**config.mk**
```make
export PLATFORM = sky130hd
export DESIGN_NAME = thor2021_int_accept
export DESIGN_NICKNAME = d
export VERILOG_FILES = /design/src/rtl/thor2021_int_pkg.sv /design/src/rtl/thor2021_level_stack.sv /design/src/rtl/thor2021_int_accept.sv
export SDC_FILE = /design/constraint.sdc
export NUM_CORES = 1
export LEC_CHECK = 0
export CORE_ASPECT_RATIO = 1.2
export CORE_UTILIZATION = 49
export DETAILED_ROUTE_END_ITERATION = 8
export HOLD_SLACK_MARGIN = 0.08
export PLACE_DENSITY = 0.76
export SYNTH_ARGS = -nofsm -noshare
export SYNTH_HDL_FRONTEND = slang
export SYNTH_SLANG_ARGS = --single-unit
```
**constraint.sdc**
```tcl
create_clock -name clk_i -period 2 [get_ports clk_i]
set_input_delay 0.4 -clock clk_i [delete_from_list [all_inputs] [get_ports clk_i]]
set_output_delay 0.4 -clock clk_i [all_outputs]
set_load 0.02 [all_outputs]
```
**src/rtl/thor2021_int_pkg.sv**
```systemverilog
// Shared types and default constants for the Thor2021 interrupt accept path.
package thor2021_int_pkg;

  typedef logic [3:0] level_t;
  typedef logic [7:0] cause_t;

  typedef enum logic {
    IDLE = 1'b0,
    REQ  = 1'b1
  } state_e;

  localparam cause_t NMI_CAUSE = 8'hFE;
  localparam level_t NMI_LEVEL = 4'hF;

endpackage

```
**src/rtl/thor2021_level_stack.sv**
```systemverilog
// LIFO of interrupted priority levels. A push while full is dropped; the top
// reads as zero when the stack is empty.
module thor2021_level_stack
  import thor2021_int_pkg::*;
#(
  parameter int unsigned pDepth = 8
) (
  input  logic   clk_i,
  input  logic   rst_ni,
  input  logic   push_i,
  input  logic   pop_i,
  input  level_t data_i,
  output level_t top_o,
  output logic   full_o,
  output logic   empty_o
);

  localparam int unsigned AW = $clog2(pDepth);

  level_t         mem [pDepth];
  logic   [AW:0]  cnt;
  logic   [AW-1:0] top_idx;

  // pDepth is a power of two, so the count MSB alone marks a full stack
  assign full_o  = cnt[AW];
  assign empty_o = (cnt == '0);
  assign top_idx = cnt[AW-1:0] - 1'b1;
  assign top_o   = empty_o ? '0 : mem[top_idx];

  // Occupancy count; push has priority if both are ever raised together
  always_ff @(posedge clk_i) begin
    if (!rst_ni) begin
      cnt <= '0;
    end else if (push_i) begin
      if (!full_o) cnt <= cnt + 1'b1;
    end else if (pop_i) begin
      if (!empty_o) cnt <= cnt - 1'b1;
    end
  end

  // Storage write at the current free slot
  always_ff @(posedge clk_i) begin
    if (push_i && !full_o) mem[cnt[AW-1:0]] <= data_i;
  end

endmodule

```
**src/rtl/thor2021_int_accept.sv**
```systemverilog
// Interrupt acceptance stage between the Thor2021 priority controller and the
// CPU: priority/mask check, stable request presentation, ack handshake and a
// nesting stack of interrupted running levels.
module thor2021_int_accept
  import thor2021_int_pkg::*;
#(
  parameter int unsigned pStackDepth = 8,
  parameter cause_t      pNmiCause   = NMI_CAUSE,
  parameter level_t      pNmiLevel   = NMI_LEVEL
) (
  input  logic   clk_i,
  input  logic   rst_ni,
  input  level_t irq_i,
  input  cause_t cause_i,
  input  logic   nmi_i,
  input  level_t im_i,
  input  logic   int_ack_i,
  input  logic   int_ret_i,
  output logic   int_req_o,
  output level_t int_level_o,
  output cause_t int_cause_o,
  output level_t cur_level_o,
  output logic   ovf_o,
  output logic   err_o
);

  state_e state;
  level_t lat_level;
  cause_t lat_cause;
  logic   is_nmi;
  level_t cur_level;
  logic   nmi_q;
  logic   nmi_pend;
  logic   ovf;
  logic   err;

  logic   irq_elig;
  logic   take_nmi;
  logic   take_irq;
  logic   ack_fire;
  logic   ret_fire;
  logic   stk_full;
  logic   stk_empty;
  level_t stk_top;

  assign ack_fire = int_ack_i && (state == REQ);
  assign ret_fire = int_ret_i && !int_ack_i;
  assign irq_elig = (irq_i != '0) && (irq_i > cur_level) && (irq_i > im_i) && !stk_full;

  // Select what, if anything, gets latched into the request this cycle
  always_comb begin
    take_nmi = 1'b0;
    take_irq = 1'b0;
    if (state == IDLE) begin
      take_nmi = nmi_pend;
      take_irq = !nmi_pend && irq_elig;
    end else if (!int_ack_i) begin
      // an ack freezes the presented values, so upgrades seen with it are dropped
      take_nmi = nmi_pend && !is_nmi;
      take_irq = !(nmi_pend && !is_nmi) && irq_elig && (irq_i > lat_level);
    end
  end

  // Request FSM and latched level/cause/kind
  always_ff @(posedge clk_i) begin
    if (!rst_ni) begin
      state     <= IDLE;
      lat_level <= '0;
      lat_cause <= '0;
      is_nmi    <= 1'b0;
    end else if (ack_fire) begin
      state <= IDLE;
    end else if (take_nmi) begin
      state     <= REQ;
      lat_level <= pNmiLevel;
      lat_cause <= pNmiCause;
      is_nmi    <= 1'b1;
    end else if (take_irq) begin
      state     <= REQ;
      lat_level <= irq_i;
      lat_cause <= cause_i;
      is_nmi    <= 1'b0;
    end
  end

  // NMI edge detect; a fresh edge wins over the clear from an NMI ack
  always_ff @(posedge clk_i) begin
    if (!rst_ni) begin
      nmi_q    <= 1'b0;
      nmi_pend <= 1'b0;
    end else begin
      nmi_q <= nmi_i;
      if (nmi_i && !nmi_q)        nmi_pend <= 1'b1;
      else if (ack_fire && is_nmi) nmi_pend <= 1'b0;
    end
  end

  // Running priority: raised on ack, restored from the stack on return
  always_ff @(posedge clk_i) begin
    if (!rst_ni) begin
      cur_level <= '0;
    end else if (ack_fire) begin
      cur_level <= lat_level;
    end else if (ret_fire) begin
      cur_level <= stk_top;
    end
  end

  // Sticky overflow and protocol error flags
  always_ff @(posedge clk_i) begin
    if (!rst_ni) begin
      ovf <= 1'b0;
      err <= 1'b0;
    end else begin
      if (ack_fire && stk_full) ovf <= 1'b1;
      if ((int_ack_i && int_ret_i) || (int_ack_i && (state == IDLE)) ||
          (ret_fire && stk_empty))
        err <= 1'b1;
    end
  end

  thor2021_level_stack #(
    .pDepth (pStackDepth)
  ) u_stack (
    .clk_i   (clk_i),
    .rst_ni  (rst_ni),
    .push_i  (ack_fire),
    .pop_i   (ret_fire),
    .data_i  (cur_level),
    .top_o   (stk_top),
    .full_o  (stk_full),
    .empty_o (stk_empty)
  );

  assign int_req_o   = (state == REQ);
  assign int_level_o = lat_level;
  assign int_cause_o = lat_cause;
  assign cur_level_o = cur_level;
  assign ovf_o       = ovf;
  assign err_o       = err;

endmodule

```
After elaboration in Yosys (flattened, before gate mapping):

Memories as Yosys holds them, arrays and structs flattened.
Cells that the tools add are included.

* flip-flop bits (word level): 26
* latch bits: 0
* memory bits (writable): 32
* memory bits (read-only): 0
* output and inout port bits: 19
* memories kept: 1

Memories
* u_stack.mem: depth 8, bits a word 4, rd ports 1, clocked after memory_dff 0, write ports 1, RTL line thor2021_level_stack.sv:20 `level_t mem [pDepth];`

* add/subtract/negate cells: 3
* $mul: 0
* div/mod/pow operators: 0
* order comparisons: 3
* equality and inequality tests: 2
* shift-type cells: 0
* multiplexer cells: 23
* bitwise operators: 3
* reductions and logical operators: 33

Operators by type and width (count)
* $mux 4: 9
* $logic_and 1x1->1: 16
* $mux 8: 2
* $gt 4x4->1: 3
* $mux 1: 12
* $logic_not 1->1: 6
* $reduce_bool 2->1: 3
* $add 4x1->4 const B: 1
* $logic_not 4->1: 1
* $ne 2x2->1 const B: 2
* $reduce_and 2->1: 2
* $reduce_bool 4->1: 1
* $sub 4x1->4 const B: 1
* $not 1->1: 3
* $reduce_and 3->1: 1
* $sub 3x1->3 const B: 1
* $logic_or 1x1->1: 2
* $reduce_or 2->1: 1

Depth between registers and ports, before layout:

Gate-level depths: netlist of run 1.

* word-level depth: 10
* mapped depth: 9

Hierarchy:

Synthesis of run 1 repeated with hierarchy kept, for this count alone.

* cells, all modules: 248
* area, all modules: 2827.7 um2

By module, submodules not included
* thor2021_level_stack: instances 1, cells each 105, area each 1589.0 um2
* thor2021_int_accept: instances 1, cells each 143, area each 1238.7 um2

Worst setup path after synthesis of run 1:

No wires, ideal clock.

* path type: register to register
* start point: register u_stack.cnt[0]
* end point: register cur_level[1] (netlist: cur_level_o[1])
* library setup time: 0.128 ns
* arrival time: 2.053 ns
* slack: -0.181 ns
* stages on the path, launching flop included: 10
* path buffers: 3
* clock period less this slack: 2.181 ns
* path through: dfxtp_1 > buf_6 > buf_8 > inv_1 > ha_1 > bufbuf_8 > mux4_2 > mux2_2 > a222oi_1 > nor2_1

* longest elaborated chain between the ends: 5

RTL lines
* from (decl): RTL line thor2021_level_stack.sv:21 `logic [AW:0] cnt;`
* from (signal assigned): RTL line thor2021_level_stack.sv:35 `if (!full_o) cnt <= cnt + 1'b1;`
* from (signal assigned): RTL line thor2021_level_stack.sv:37 `if (!empty_o) cnt <= cnt - 1'b1;`
* $sub 3x1->3: RTL line thor2021_level_stack.sv:27 `assign top_idx = cnt[AW-1:0] - 1'b1;`
* $mem_v2 8x4
* $mux 4 *: RTL line thor2021_level_stack.sv:28 `assign top_o = empty_o ? '0 : mem[top_idx];`
* $mux 4 *: RTL line thor2021_int_accept.sv:104 `end else if (ret_fire) begin`
* $mux 4 *: RTL line thor2021_int_accept.sv:102 `end else if (ack_fire) begin`
* to (signal assigned): RTL line thor2021_int_accept.sv:103 `cur_level <= lat_level;`
* to (signal assigned): RTL line thor2021_int_accept.sv:105 `cur_level <= stk_top;`
* to (decl): RTL line thor2021_int_accept.sv:31 `level_t cur_level;`

Mark *: on every way between the ends. The rest lies on a longest branch, timed or not. The select of a mux whose other input is x is not followed.
A chain may end at the register's enable or synchronous reset.

Final worst setup path of run 1:

* start point: register lat_level[1] (netlist: int_level_o[1])
* end point: register lat_cause[5] (netlist: int_cause_o[5])

* longest elaborated chain between the ends: 6

RTL lines
* from (decl): RTL line thor2021_int_accept.sv:28 `level_t lat_level;`
* from (signal assigned): RTL line thor2021_int_accept.sv:75 `lat_level <= pNmiLevel;`
* from (signal assigned): RTL line thor2021_int_accept.sv:80 `lat_level <= irq_i;`
* $gt 4x4->1: RTL line thor2021_int_accept.sv:60 `take_irq = !(nmi_pend && !is_nmi) && irq_elig && (irq_i > lat_level);`
* $logic_and 1x1->1: RTL line thor2021_int_accept.sv:60
* $mux 1: RTL line thor2021_int_accept.sv:57 `end else if (!int_ack_i) begin`
* $mux 1: RTL line thor2021_int_accept.sv:54 `if (state == IDLE) begin`
* $reduce_bool 2->1 (no source line)
* $reduce_and 2->1 (no source line)
* to (signal assigned): RTL line thor2021_int_accept.sv:76 `lat_cause <= pNmiCause;`
* to (signal assigned): RTL line thor2021_int_accept.sv:81 `lat_cause <= cause_i;`
* to (decl): RTL line thor2021_int_accept.sv:29 `cause_t lat_cause;`

Every way passes these cells.

==> flow_summary.yaml, run 1 <==
synth:
  syn_area_um2: 2790
  syn_inst: 228
  ys_types: 43
  async_reset_ff_share_pct: 0
  synth_edf_count: 32
  syn_area_per_cell_um2: 12.2
  synth-seq-area-share_pct: 53.2
  synth_largest_area_cell: "edfxtp_1"
  synth_seq_cells: 58
  synthTopCellsByCount: "32 x edfxtp_1, 26 x dfxtp_1, 19 x nor2_1"
  synth_ff_type: "edfxtp_1"
  synth_area_leaders: "edfxtp_1 35%, dfxtp_1 19%, ha_1 6.3%, mux4_1 4.7%, mux2i_1 4.3%"
  synth_top_cell_area_share_pct: 34.5
  yosys_warnings: 0
  yosysMostFrequentCell: "edfxtp_1"
  syn_nets: 263
timing:
  final_max_slew_viol_count: 0
  worst_pin_slew_ns: 0.360
  period_needed_ns: 1.97
  max_freq_mhz: 508
  finalHoldViolCount: 0
  rsz0062_at_grt: "true"
  setup_violations: 0
  slew_headroom_pct: 75.8
  timing.final.crit_share_pct: 98.4
  final.setup.tns_ns: 0
  fin_skew_ns: 0.00882
cts:
  cts_htree_levels: 3
  clk_pin_slew_worst_paths_ns: 0.06
  clk_path_buf_depth: 2
  root_buffer: "clkbuf_8"
  cts_made_buffers: 9
  clk_latency_ns: 0.33
  clkSinkCount: 58
  cts_tree: "yes"
critical_path:
  end_kind: "flop"
  start_kind: "flop"
  cp_max_fo: 6
  path_class: "flop to flop"
  crit_required_ns: 2.26
  crit_arrival_ns: 2.23
global_route:
  top_usage_layer: "met2"
  grt_overflow: 0
  grt_pass1_wl_um: 10200
  grt_pass1_vias: 2190
  grt_max_degree: 21
  use_met2_pct: 40.7
  antenna_found_initial: 0
  globalRouteMet3Util_pct: 5.76
  gr-usage-met1_pct: 25.3
  grt_usage_pct: 22.6
hold_path:
  holdCritPathClass: "primary input to flop"
job:
  drv_cap: 0
route:
  drtAntennaViolNets: 0
  remaining_drc_errors: 0
  vias_per_cell: 5.62
  drtIter0Drc: 167
  vias: 2081
  avgRoutedWirePerCell_um: 16.7
  wirelength_um: 6170
  drtPass1Iterations: 5
final_layout:
  syn2layout_area_growth_pct: 36.0
  antenna_cells: 0
  fillers: 378
  utilization_pct: 70.5
  final_area_um2: 3790
  drive_above_1_share_pct: 29.2
  num-nets-final: 338
  finalNonFillerCells: 370
floorplan:
  start_util_pct: 51.9
  die_w_um: 70.8
  die-area_um2: 5990
  die_y_um: 84.6
  num_rows: 29
  pin_count: 40
  core_um2: 5370
placement:
  dp_hpwl_um: 4270
  place_area_um2: 3430
  place_inst: 349
  portBuffers: 39
  place_congestion: 0.804
power_and_ir_drop:
  power_density_nw_per_um2: 1100
  p_leak_nw: 1.44
  vdd_drop_max_mv: 0.759
  power.total_mw: 4.15
run_status:
  status: "complete, no violations"
-- layout make-up --
| class | count | area (um2) | share of cell area (%) |
|---|---|---|---|
| Tap cell | 62 | 77.6 | 2.05 |
| Clock inverter | 7 | 83.8 | 2.21 |
| Clock buffer | 9 | 124 | 3.27 |
| Inverter | 13 | 48.8 | 1.29 |
| Timing Repair Buffer | 75 | 697 | 18.4 |
| Multi-Input combinational cell | 146 | 1270 | 33.5 |
| Sequential cell | 58 | 1490 | 39.3 |
-- critical path, stage by stage, from the launching register on --
cell and delay [ns]:
dfxtp_2 0.33, inv_2 0.03, ha_1 0.27, nor2b_2 0.14, o21ai_2 0.05, a221o_1 0.33
a211oi_4 0.30, buf_6 0.15, buf_16 0.11, mux2i_1 0.17
-- cells in the final DEF, fill, tap and decap left out, drive strengths merged, types with 4 or more instances in the layout --
cell type	instances
mux4	8
edfxtp	32
o21ai	16
buf	37
clkbuf	9
nor2	19
a21oi	8
mux2	4
nand2	18
mux2i	12
and2	6
nor2b	5
ha	14
dfxtp	26
a222oi	4
inv	13
clkdlybuf4s50	32
nor3	5
clkinv	5
-- report_power, final --
group          internal (mW)  switching (mW)  leakage [nW]
clock network          0.687           0.442         0.110
registers               1.40          0.0830         0.513
logic                  0.796           0.738         0.813
total                   2.89            1.26          1.44
-- registers in the layout (all words and copies together) (netlist names), 4 cells and up --
signal,cells
int_cause_o,8
int_level_o,4
u_stack.mem,32
cur_level_o,4
u_stack.cnt,4
-- timing repair --
item / CTS / global route
hold buffers: 0 / 0
cloned: 1 / 0
gates resized for setup: 24 / 13
pin swaps: 8 / 4
setup buffers: 3 / 2
endpoints found under the setup margin: 13 / 14
-- worst paths after layout --
kind,to,slack (ns),cells after the start,startpoint
max,int_cause_o[5],0.03,9,int_level_o[1]
min,int_level_o[1],0.40,3,irq_i[1]
max reg2reg,int_cause_o[5],0.03,9,int_level_o[1]
min reg2reg,int_cause_o[0],0.47,2,int_cause_o[0]
-- kinds of logic after synthesis --
logic type / synth area share (%)
buffers and inverters: 5.35
AOI/OAI and AO/OA: 10.7
muxes: 13.1
xor gates and xnor gates: 0.899
DFF: 53.2
and+or+nand+nor: 10.5
adders and majority gates: 6.29
-- per-stage QoR --
| stage | setup WS [ns] | hold WS, ns |
|---|---|---|
| 2_1_floorplan | 0.00924 | 0.470 |
| 3_3_place_gp | -0.443 | 0.455 |
| 3_5_place_dp | -0.513 | 0.465 |
| 4_1_cts | 0.00163 | 0.473 |
| 5_1_grt | -0.0523 | 0.423 |
| 6_report | 0.0327 | 0.401 |
-- per-layer routing --
layer	routed length (um)	share of wire, %
met5	0	0
met4	83	1.3
met3	274	4.4
met2	3270	53
met1	2540	41
Note: power is estimated with default switching activity, not from simulation.
==> inputs of run 2 (changes only) <==
--- a/config.mk
+++ b/config.mk
@@ -10,6 +10,7 @@
 export DETAILED_ROUTE_END_ITERATION = 8
 export HOLD_SLACK_MARGIN = 0.08
 export PLACE_DENSITY = 0.76
+export RECOVER_POWER = 50
 export SYNTH_ARGS = -nofsm -noshare
 export SYNTH_HDL_FRONTEND = slang
 export SYNTH_SLANG_ARGS = --single-unit
==> run 2 against run 1 <==
  * Register-to-register slack barely moved
  * Die area unchanged
  * Maximum frequency fell by 0.28%
  * First-iteration DRC count down 4.2%
  * Sequential cell count unchanged
  * Critical path depth did not move
  * Sequential share of layout area grew 0.16 points
  * Wire length down 1.1%
  * Clock skew is 0.0014 ns lower
  * Cell count is the same
  * Critical path type unchanged
  * Largest cell class unchanged
==> flow_summary.yaml, run 2 (synthesis gave the netlist of run 1 again) <==
cts:
  cts_made_buffers: 9
  cts_tree: "yes"
  clk_latency_ns: 0.33
  hold_buffers: 0
  clkSinkCount: 58
  clk_pin_slew_worst_paths_ns: 0.06
  cts_htree_levels: 3
  root_buffer: "clkbuf_8"
  clk_path_buf_depth: 2
timing:
  rsz0062_at_grt: "true"
  finalHoldViolCount: 0
  period_needed_ns: 1.97
  setup_violations: 0
  final_max_slew_viol_count: 0
  worst_pin_slew_ns: 0.369
  max_freq_mhz: 507
  fin_skew_ns: 0.00743
  slew_headroom_pct: 75.4
  setup_slack_ns: 0.0271
  timing.final.crit_share_pct: 98.6
  whs_ns: 0.402
final_layout:
  largest_register_ffs: 32
  syn2layout_area_growth_pct: 35.4
  multi_input_area_um2: 1260
  layout_common_cells: "32 x edfxtp_1, 28 x buf_4, 25 x clkdlybuf4s50_1"
  fillers: 384
  num-nets-final: 338
  finalNonFillerCells: 370
  utilization_pct: 70.2
  antenna_cells: 0
  mostFrequentLayoutCell: "edfxtp_1"
  drive_above_1_share_pct: 27.9
  regArea_um2: 1490
critical_path:
  start_kind: "flop"
  path_class: "flop to flop"
  end_kind: "flop"
  cp_max_fo: 6
  cp_num_buf_inv: 3
  crit_arrival_ns: 2.23
  crit_required_ns: 2.26
  critPathTopFamily: "compound AO/OA/AOI/OAI gates"
  crit_path_max_incr_delay_ns: 0.33
  path_cells: "inv_2 -> ha_1 -> nor2b_2 -> o21ai_2 -> a221o_1 -> a211oi_4 -> buf_6 -> buf_16 -> mux2i_1"
  crit_slowest_cell: "dfxtp_2"
route:
  vias: 2057
  drtPass1Iterations: 4
  drtAntennaViolNets: 0
  drtIter0Drc: 160
  wirelength_um: 6100
  vias_per_cell: 5.56
  remaining_drc_errors: 0
  avgRoutedWirePerCell_um: 16.5
run_status:
  status: "complete, no violations"
job:
  drv_cap: 0
power_and_ir_drop:
  power.total_mw: 4.12
  p_leak_nw: 1.44
  vdd_drop_max_mv: 0.749
  power_density_nw_per_um2: 1090
floorplan:
  die_w_um: 70.8
  die_y_um: 84.6
  pin_count: 40
  num_rows: 29
  die-area_um2: 5990
  start_util_pct: 51.9
  core_um2: 5370
global_route:
  grt_pass1_wl_um: 10200
  grt_usage_pct: 22.6
  grt_overflow: 0
  grt_max_degree: 21
  grt_pass1_vias: 2190
  antenna_found_initial: 0
placement:
  portBuffers: 39
  place_inst: 349
  place_congestion: 0.804
  dp_hpwl_um: 4270
  pre_cts_ws_ns: -0.513
hold_path:
  holdCritPathClass: "primary input to flop"
## run 2: cell types whose count changed in the layout (fill, tap and decap cells not counted), sizes merged
| cell | change |
|---|---|
| buf | -4 |
| clkbuf | +4 |
| clkdlybuf4s50 | -7 |
| dlygate4sd3 | +7 |
## run 2: final timing paths
kind / startpoint / endpoint / slack, ns / cells past startpoint
worst max-delay path: int_level_o[1] / int_cause_o[5] / 0.03 / 9
worst min-delay path: irq_i[1] / int_level_o[1] / 0.40 / 3
worst max register to register: int_level_o[1] / int_cause_o[5] / 0.03 / 9
worst min register to register: int_cause_o[0] / int_cause_o[0] / 0.47 / 2
## run 2: routing by layer
metal / global-route usage (%) / wire [um] / vias to the layer above
li1: - / - / 997
met5: 0 / 0 / -
met3: 5.76 / 338 / 13
met2: 40.7 / 3200 / 71
met1: 25.3 / 2460 / 976
met4: 8.73 / 104 / 0
## run 2: power breakdown
part,switching [mW],internal (mW)
combinational,0.728,0.782
clock,0.439,0.687
sequential,0.0812,1.40
total,1.25,2.87
## run 2: final cells by class
type	instances	share of cell area [%]
flip-flops and latches	58	39.5
multi-input cells	146	33.5
repair buffers	75	18.2
clock buffers	9	3.28
clock inverters	7	2.22
well taps	62	2.06
inverters	13	1.29
## run 2: repair_timing
item,4_1_cts,5_1_grt
gates resized for setup,24,13
hold endpoints to repair,0,0
setup buffers,3,2
cloned,1,0
pin swaps,8,4
setup endpoints to repair,13,14
## run 2: through the flow
step | TNS (ns) | area [um2]
2_1_floorplan | 0 | 2800
3_3_place_gp | -5.91 | 3430
3_5_place_dp | -6.38 | 3430
4_1_cts | 0 | 3760
5_1_grt | -0.308 | 3770
6_report | 0 | 3770
## run 2: worst min-delay path, stage by stage
cell     delay [ns]
buf_2          0.16
nand2_1        0.07
mux2i_1        0.06
